$ cat src/rtl/press_pkg.sv
// Package press_pkg: types and helpers shared by the press classifier files.
//   press_state_e  - gesture FSM states
//   MS_DIV         - cycles-per-second to cycles-per-millisecond divisor
//   ms_to_cycles   - converts a millisecond duration into clock cycles
package press_pkg;

    localparam int MS_DIV = 1000;

    typedef enum logic [2:0] {
        IDLE      = 3'd0,
        PRESSED   = 3'd1,
        LONG_HELD = 3'd2,
        WAIT_GAP  = 3'd3,
        SECOND    = 3'd4
    } press_state_e;

    // freq must be a multiple of MS_DIV so the division is exact.
    function automatic int ms_to_cycles(input int freq, input int ms);
        return (freq / MS_DIV) * ms;
    endfunction

endpackage

$ cat src/rtl/press_classifier_ms_timer.sv
// Module ms_timer: up-counter with synchronous clear, count enable and a
// terminal-count flag against a run-time limit.
//   clk_i    in  clock
//   rst_i    in  asynchronous active-high reset (counter to 0)
//   clr_i    in  clear counter to 0 on the next edge (beats enable)
//   en_i     in  increment counter on the next edge
//   limit_i  in  W-bit terminal value
//   tc_o     out high while the counter equals limit_i
module ms_timer #(
    parameter int W = 8
) (
    input  logic         clk_i,
    input  logic         rst_i,
    input  logic         clr_i,
    input  logic         en_i,
    input  logic [W-1:0] limit_i,
    output logic         tc_o
);

    logic [W-1:0] cnt_q;

    always_ff @(posedge clk_i or posedge rst_i) begin
        if (rst_i) begin
            cnt_q <= '0;
        end else if (clr_i) begin
            cnt_q <= '0;
        end else if (en_i) begin
            cnt_q <= cnt_q + W'(1);
        end
    end

    assign tc_o = (cnt_q == limit_i);

endmodule

$ cat src/rtl/press_classifier.sv
// Module press_classifier: turns the debounced switch level and press tick
// into exactly one short-press, long-press or double-click pulse per gesture.
//   clk_i           in  system clock
//   rst_i           in  asynchronous active-high reset
//   db_level_i      in  debounced level, 1 = pressed
//   db_tick_i       in  one-cycle pulse on debounced 0->1 transition
//   short_press_o   out one-cycle pulse, single short press
//   long_press_o    out one-cycle pulse, press held past the long threshold
//   double_click_o  out one-cycle pulse, two short presses within the gap
//   busy_o          out high whenever a gesture is in progress
// Build option: define PRESS_CLASSIFIER_REPEAT_EN to make long_press_o repeat
// every RepeatMs while the button stays held after the first long pulse.
module press_classifier
    import press_pkg::*;
#(
    parameter int ClkFreq     = 100_000_000,
    parameter int LongPressMs = 1000,
    parameter int DoubleGapMs = 250,
    parameter int RepeatMs    = 200
) (
    input  logic clk_i,
    input  logic rst_i,
    input  logic db_level_i,
    input  logic db_tick_i,
    output logic short_press_o,
    output logic long_press_o,
    output logic double_click_o,
    output logic busy_o
);

    localparam int LongCycles = ms_to_cycles(ClkFreq, LongPressMs);
    localparam int GapCycles  = ms_to_cycles(ClkFreq, DoubleGapMs);
    localparam int RepCycles  = ms_to_cycles(ClkFreq, RepeatMs);
    localparam int MaxLg      = (LongCycles > GapCycles) ? LongCycles : GapCycles;
    localparam int MaxCycles  = (MaxLg > RepCycles) ? MaxLg : RepCycles;
    localparam int CntW       = $clog2(MaxCycles + 1);

    localparam logic [CntW-1:0] LongLim = CntW'(LongCycles - 1);
    localparam logic [CntW-1:0] GapLim  = CntW'(GapCycles - 1);
    localparam logic [CntW-1:0] RepLim  = CntW'(RepCycles - 1);

    press_state_e    state_q, state_d;
    logic            short_q, short_d;
    logic            long_q, long_d;
    logic            double_q, double_d;
    logic            rep_restart;
    logic            timer_clr, timer_en, timer_tc;
    logic [CntW-1:0] timer_limit;

    ms_timer #(.W(CntW)) u_timer (
        .clk_i   (clk_i),
        .rst_i   (rst_i),
        .clr_i   (timer_clr),
        .en_i    (timer_en),
        .limit_i (timer_limit),
        .tc_o    (timer_tc)
    );

    // State register and registered event pulses.
    always_ff @(posedge clk_i or posedge rst_i) begin
        if (rst_i) begin
            state_q  <= IDLE;
            short_q  <= 1'b0;
            long_q   <= 1'b0;
            double_q <= 1'b0;
        end else begin
            state_q  <= state_d;
            short_q  <= short_d;
            long_q   <= long_d;
            double_q <= double_d;
        end
    end

    // Next-state logic. Release beats terminal count, and a second tick
    // beats the gap timeout, so each check order below matters.
    always_comb begin
        state_d     = state_q;
        short_d     = 1'b0;
        long_d      = 1'b0;
        double_d    = 1'b0;
        rep_restart = 1'b0;
        case (state_q)
            IDLE: begin
                if (db_tick_i) state_d = PRESSED;
            end
            PRESSED: begin
                if (!db_level_i) begin
                    state_d = WAIT_GAP;
                end else if (timer_tc) begin
                    long_d  = 1'b1;
                    state_d = LONG_HELD;
                end
            end
            LONG_HELD: begin
                if (!db_level_i) begin
                    state_d = IDLE;
                end
`ifdef PRESS_CLASSIFIER_REPEAT_EN
                else if (timer_tc) begin
                    long_d      = 1'b1;
                    rep_restart = 1'b1;
                end
`endif
            end
            WAIT_GAP: begin
                if (db_tick_i) begin
                    state_d = SECOND;
                end else if (timer_tc) begin
                    short_d = 1'b1;
                    state_d = IDLE;
                end
            end
            SECOND: begin
                if (!db_level_i) begin
                    double_d = 1'b1;
                    state_d  = IDLE;
                end else if (timer_tc) begin
                    long_d  = 1'b1;
                    state_d = LONG_HELD;
                end
            end
            default: state_d = IDLE;
        endcase
    end

    // Timer control and status outputs.
    always_comb begin
        timer_clr   = (state_d != state_q) || rep_restart;
        timer_en    = (state_q != IDLE);
        timer_limit = LongLim;
        case (state_q)
            WAIT_GAP:  timer_limit = GapLim;
            LONG_HELD: begin
                timer_limit = RepLim;
`ifndef PRESS_CLASSIFIER_REPEAT_EN
                timer_en    = 1'b0;
`endif
            end
            default:   timer_limit = LongLim;
        endcase
        busy_o = (state_q != IDLE);
    end

    assign short_press_o  = short_q;
    assign long_press_o   = long_q;
    assign double_click_o = double_q;

endmodule

$ cat config.mk
export PLATFORM = sky130hd
export DESIGN_NAME = press_classifier
export DESIGN_NICKNAME = d
export VERILOG_FILES = /design/src/rtl/press_pkg.sv /design/src/rtl/press_classifier_ms_timer.sv /design/src/rtl/press_classifier.sv
export SDC_FILE = /design/constraint.sdc
export NUM_CORES = 1
export LEC_CHECK = 0
export BUFFER_PORTS_ARGS = -buffer_cell sky130_fd_sc_hd__buf_2
export CAP_MARGIN = 20
export CORE_ASPECT_RATIO = 1.75
export CORE_MARGIN = 2
export CORE_UTILIZATION = 50
export CTS_CLUSTER_DIAMETER = 200
export DETAILED_ROUTE_END_ITERATION = 10
export PLACE_DENSITY = 0.77
export SYNTH_ARGS = -nofsm -noshare
export SYNTH_HDL_FRONTEND = slang
export SYNTH_HIERARCHICAL = 1
export SYNTH_SLANG_ARGS = --single-unit
$ cat constraint.sdc
create_clock -name clk_i -period 4.65 [get_ports clk_i]
set_clock_uncertainty 0.05 [all_clocks]
set_input_delay 0.6975 -clock clk_i [delete_from_list [all_inputs] [get_ports clk_i]]
set_output_delay 0.6975 -clock clk_i [all_outputs]
set_load 0.02 [all_outputs]
# Word-level counts from Yosys, hierarchy flattened
# Cells that the tools add are included.
totals:
  output_inout_bits: 4
  elab_cells: 35
  reg_bits: 33
op_classes:
  n_eq_ne: 6
  n_addsub: 1
  n_reduce_logical: 4
  n_mux: 19
ops:
  columns: ["operator", "count"]
  rows:
  - ["27-bit two-way mux", 2]
  - ["27-bit one-hot mux with 2 select lines", 1]
  - ["27-bit by 1-bit adder with 27-bit output (second input constant)", 1]
  - ["27-bit equality test", 1]
  - ["3-bit two-way mux", 7]
  - ["3-bit one-hot mux with 5 select lines", 1]
  - ["1-bit two-way mux", 8]
  - ["3-bit by 2-bit equality test with 1-bit output (second input constant)", 2]
  - ["3-bit by 1-bit equality test with 1-bit output (second input constant)", 1]
  - ["3-bit equality test (second input constant)", 1]
  - ["3-bit zero test", 1]
  - ["3-bit != test", 1]
  - ["3-bit nonzero test", 1]
  - ["2-bit nonzero test", 1]
  - ["2-bit OR reduction", 1]

# Longest topological paths before layout
depth:
  word_depth: 8
  mapped_depth: 18
  ltp_nobuf: 15

# Cells and area by module
# The synthesis kept the hierarchy.
modules_own_cells:
  columns: ["mod", "cells_each", "area_per_inst_um2", "seq_area_each_um2", "instances"]
  rows:
  - ["ms_timer", 179, 1710.4, 675.6, 1]
  - ["press_classifier", 46, 399.1, 150.1, 1]

# Least setup slack after synthesis
# OpenSTA, ideal clock, no wires.
synth_path:
  path_type: "reg-to-reg"
  startpoint: "register state_q[1]"
  endpoint: "register u_timer.cnt_q[16]"
  path_stages_with_launch: 19
  slack_ns: 0.671
  arrival_ns: 3.804
  path_buffers: 3
  period_less_slack_ns: 3.979
  cell_sequence: "dfrtp_1 > buf_4 > nor2b_1 > inv_1 > nor2_1 > inv_1 > xor2_1 > nor4_1 > nand4_1 > nor4_1 > buf_6 > nor2_1 > mux2_2 > a211oi_1 > o211a_2 > nand4_2 > buf_2 > nor3b_1 > mux2_2"
synth_between:
  elab_chain_cells: 8
  elab_cells_between_ends: 20
  cone_classes: "eq/ne (6); mux (11); reduce/logical (3)"
synth_rtl:
  columns: ["element", "line_no", "source"]
  rows:
  - ["from (decl)", "press_classifier.sv:42", "press_state_e state_q, state_d;"]
  - ["from (signal assigned)", "press_classifier.sv:67", "state_q <= state_d;"]
  - ["3-bit by 2-bit equality test with 1-bit output", "press_classifier.sv:131", "case (state_q)"]
  - ["27-bit one-hot mux with 2 select lines *", "press_classifier.sv:131", null]
  - ["via timer_limit[11]", "press_classifier.sv:48", "logic [CntW-1:0] timer_limit;"]
  - ["27-bit equality test *", "press_classifier_ms_timer.sv:32", "assign tc_o = (cnt_q == limit_i);"]
  - ["via timer_tc", "press_classifier.sv:47", "logic timer_clr, timer_en, timer_tc;"]
  - ["3-bit two-way mux (on tied branches)", "press_classifier.sv:89, press_classifier.sv:117, press_classifier.sv:108", null]
  - ["3-bit two-way mux (on tied branches)", "press_classifier.sv:114, press_classifier.sv:87, press_classifier.sv:106", null]
  - ["3-bit one-hot mux with 5 select lines *", "press_classifier.sv:82", "case (state_q)"]
  - ["3-bit != test *", "press_classifier.sv:128", "timer_clr = (state_d != state_q) || rep_restart;"]
  - ["via timer_clr", "press_classifier.sv:47", null]
  - ["27-bit two-way mux / 2-bit nonzero test (equally long branches)", null, null]
  - ["to (signal assigned)", "press_classifier_ms_timer.sv:28", "cnt_q <= cnt_q + W'(1);"]
  - ["to (decl)", "press_classifier_ms_timer.sv:20", "logic [W-1:0] cnt_q;"]
# Mark *: on every way through the listed nets, which the timed path passes. The rest lies on a longest branch.
# A chain may end at the register's enable or synchronous reset.

# Final worst setup path
layout_path:
  startpoint: "register state_q[2]"
  endpoint: "register u_timer.cnt_q[17]"
# Same word-level chain as after synthesis.

==> impl_metrics.ini <==
[cells_and_area]
regArea_sq_um = 827
multi_input_area_sq_mm = 0.00125
drive_above_1_share_pct = 12.4
diodes = 0
syn_to_final_growth_pct = 10.7
nNetsFinal = 247
instances_no_fill = 291
n_fill_cell = 381
final_cell_area_sq_mm = 0.00234

[critical_path]
slowest_stage = or4_1
endpoint_kind = flop
crit_chain = nor2b_1 -> inv_1 -> nor2_1 -> inv_1 -> xor2_1 -> nor4_1 -> nand4_1 -> nor4_2 -> nor2_1 -> mux2_2 -> a211oi_2 -> o211a_2 -> nand4_4 -> or4_1 -> a21oi_1
critical-path-max-stage-delay_ps = 560
critPathRequiredTime_ps = 4800
critical_path_buf_inv_count = 2
cp.arrival_ps = 4340
critical_path.max_fanout = 16
path_class = reg -> reg
cp_top_family = simple AND/OR/NAND/NOR gates
start_kind = flop

[global_routing]
grt_pass1_vias = 1720
grt_start_max_net_pins = 29
grt_pass1_wl_mm = 7.62
groute.usage.overall_pct = 20.8
overflow = 0
grt_antenna_before_repair = 0

[sta]
final_max_slew_viol_count = 0
rsz0062_at_grt = false
slew_headroom_pct = 61.3
fmax_mhz = 239
fin_ws_ps = 462
setup_viol = 0
finalCriticalPeriod_ps = 4190
finalHoldViolCount = 0
tns_ps = 0
tightest_slew_ps = 579
fin_crit_sh_pct = 90.1

[die]
die-area_sq_mm = 0.00478
num_rows = 31
die_x_microns = 53.1
core_sq_mm = 0.00411
chipHeight_microns = 89.9
start_util_pct = 51.3
ios = 8

[synthesis]
syn_avg_cell_area_sq_um = 9.38
synth_top_flop_cell = dfrtp_1
yosys_warnings = 6
synth_compound_area_share_pct = 11.3
synth_xor_xnor_area_share_pct = 15.8
synth_seq_cells = 33
synthMuxAreaShare_pct = 1.54
netlist_area_sq_mm = 0.00211
async_flop_share_pct = 100
synthSimpleGateAreaFrac_pct = 25.9
ys_seq_area_share_pct = 39.1
synth-adder-area-share_pct = 0.593
synth_top_family_by_area = simple AND/OR/NAND/NOR gates
synth_cells = 225
ys_types = 40
synth-edff-count = 0

[clock_tree]
clock_sinks = 33
cts_buffers = 5
clockRootBuffer = clkbuf_8
cts_tree = yes
htreeDepth = 2
clk_pin_slew_ps = 60
clk_latency_ps = 280
clk_path_buf_depth = 2
post-cts-setup-buffer-count = 0

[placement]
place_area_sq_mm = 0.00220
dp.cells = 283
place.gp.congestion = 0.917
place_ws_ps = 225
post-dp-hpwl_mm = 3.12
portBuffers = 7

[outcome]
status = finished clean

[power]
pwr_density_cell_mw_per_mm2 = 366
max-vdd-ir-drop_mv = 0.254
power_mw = 0.856
p_leak_nw = 1.01

[drt]
ant_nets = 0
dr.pass1.iters = 4
wl_mm = 4.54
drcViolationCount = 0
routedWlPerCell_microns = 15.6
vias_per_cell = 5.96
vias = 1734
drtIter0Drc = 50

[job]
maxCapViolations = 0

[worst_hold_path]
hp-class = in -> async
area by class of cell:
class | count | area share, %
clock buffers | 7 | 3.70
inverters | 8 | 1.29
multi-input cells | 183 | 53.3
flip-flops and latches | 33 | 35.4
well taps | 49 | 2.62
repair buffers | 11 | 3.64
path summary, 6_finish.rpt:
check	from	cells past startpoint	to	slack, ps
worst max-delay path	state_q[2]	15	u_timer/cnt_q[17]	460
max in group asynchronous	rst_i	3	u_timer/cnt_q[12]	3640
worst min-delay path	rst_i	2	short_press_o	280
worst max register to register	state_q[2]	15	u_timer/cnt_q[17]	460
worst min register to register	u_timer/cnt_q[26]	2	u_timer/cnt_q[26]	520
min in group clk_i	u_timer/cnt_q[26]	2	u_timer/cnt_q[26]	520
registers in the layout (all words and copies together), names as in the netlist:
signal,count
state_q,3
double_click_o,1
short_press_o,1
long_press_o,1
u_timer/cnt_q,27
through the flow:
stage | utilization (%) | hold WS, ps
global route | 56.8 | 286
detailed placement | 53.4 | 515
CTS | 55.5 | 278
global placement | 53.4 | 503
finish | 56.8 | 277
floorplan | - | 438
per-layer routing:
layer  vias up  GRT usage [%]  share of wire (%)
met3         8           2.16                2.4
met5         -              0                  0
met4         0           9.83                2.2
met2        27           37.8                 56
li1        827              -                  -
met1       872           22.5                 39
where the power goes:
group / internal, mW / switching, mW / total, mW / leakage [nW]
registers: 0.308 / 0.0352 / 0.343 / 0.454
logic: 0.113 / 0.185 / 0.297 / 0.517
clock network: 0.117 / 0.0980 / 0.215 / 0.0443
total: 0.538 / 0.318 / 0.856 / 1.01
synthesized netlist by cell type, types with 2 or more instances:
| library cell | number | area [sq um] |
|---|---|---|
| a211oi_1 | 2 | 15.0 |
| a21oi_1 | 16 | 80.1 |
| and3_1 | 2 | 12.5 |
| and4_1 | 3 | 26.3 |
| buf_2 | 4 | 20.0 |
| buf_6 | 3 | 33.8 |
| clkbuf_1 | 5 | 18.8 |
| conb_1 | 2 | 7.51 |
| dfrtp_1 | 33 | 826 |
| inv_1 | 8 | 30.0 |
| mux2_2 | 2 | 22.5 |
| nand2_1 | 9 | 33.8 |
| nand3_1 | 8 | 40.0 |
| nand4_1 | 10 | 62.6 |
| nand4_2 | 2 | 25.0 |
| nor2_1 | 16 | 60.1 |
| nor2b_1 | 3 | 18.8 |
| nor3_1 | 2 | 10.0 |
| nor3b_1 | 3 | 22.5 |
| nor4_1 | 5 | 31.3 |
| o21ai_0 | 5 | 25.0 |
| o31ai_1 | 12 | 90.1 |
| or2_2 | 2 | 12.5 |
| or3_1 | 4 | 25.0 |
| or4_1 | 13 | 97.6 |
| xnor2_1 | 14 | 123 |
| xor2_1 | 24 | 210 |
cell usage in the layout, fill, tap and decap left out, types with 5 or more instances in the layout:
master / count
a21oi_1: 16
buf_2: 7
clkbuf_8: 6
conb_1: 15
dfrtp_1: 32
inv_1: 8
nand2_1: 9
nand3_1: 8
nand4_1: 10
nor2_1: 16
o21ai_0: 5
o31ai_1: 12
or4_1: 13
xnor2_1: 14
xor2_1: 24
cells by family (layout without fill, tap and decap cells):
family / Yosys count / after routing
and+or+nand+nor: 88 / 88
AOI/OAI and AO/OA: 38 / 38
xor gates and xnor gates: 38 / 38
DFF: 33 / 33
buffers and inverters: 22 / 26
muxes: 3 / 3
other: 2 / 15
adders and majority gates: 1 / 1
timing repair:
action	4_1_cts	5_1_grt
resized for setup	0	4
setup endpoints to repair	0	16
hold buffers	0	0
(Power assumes the default switching activity.)
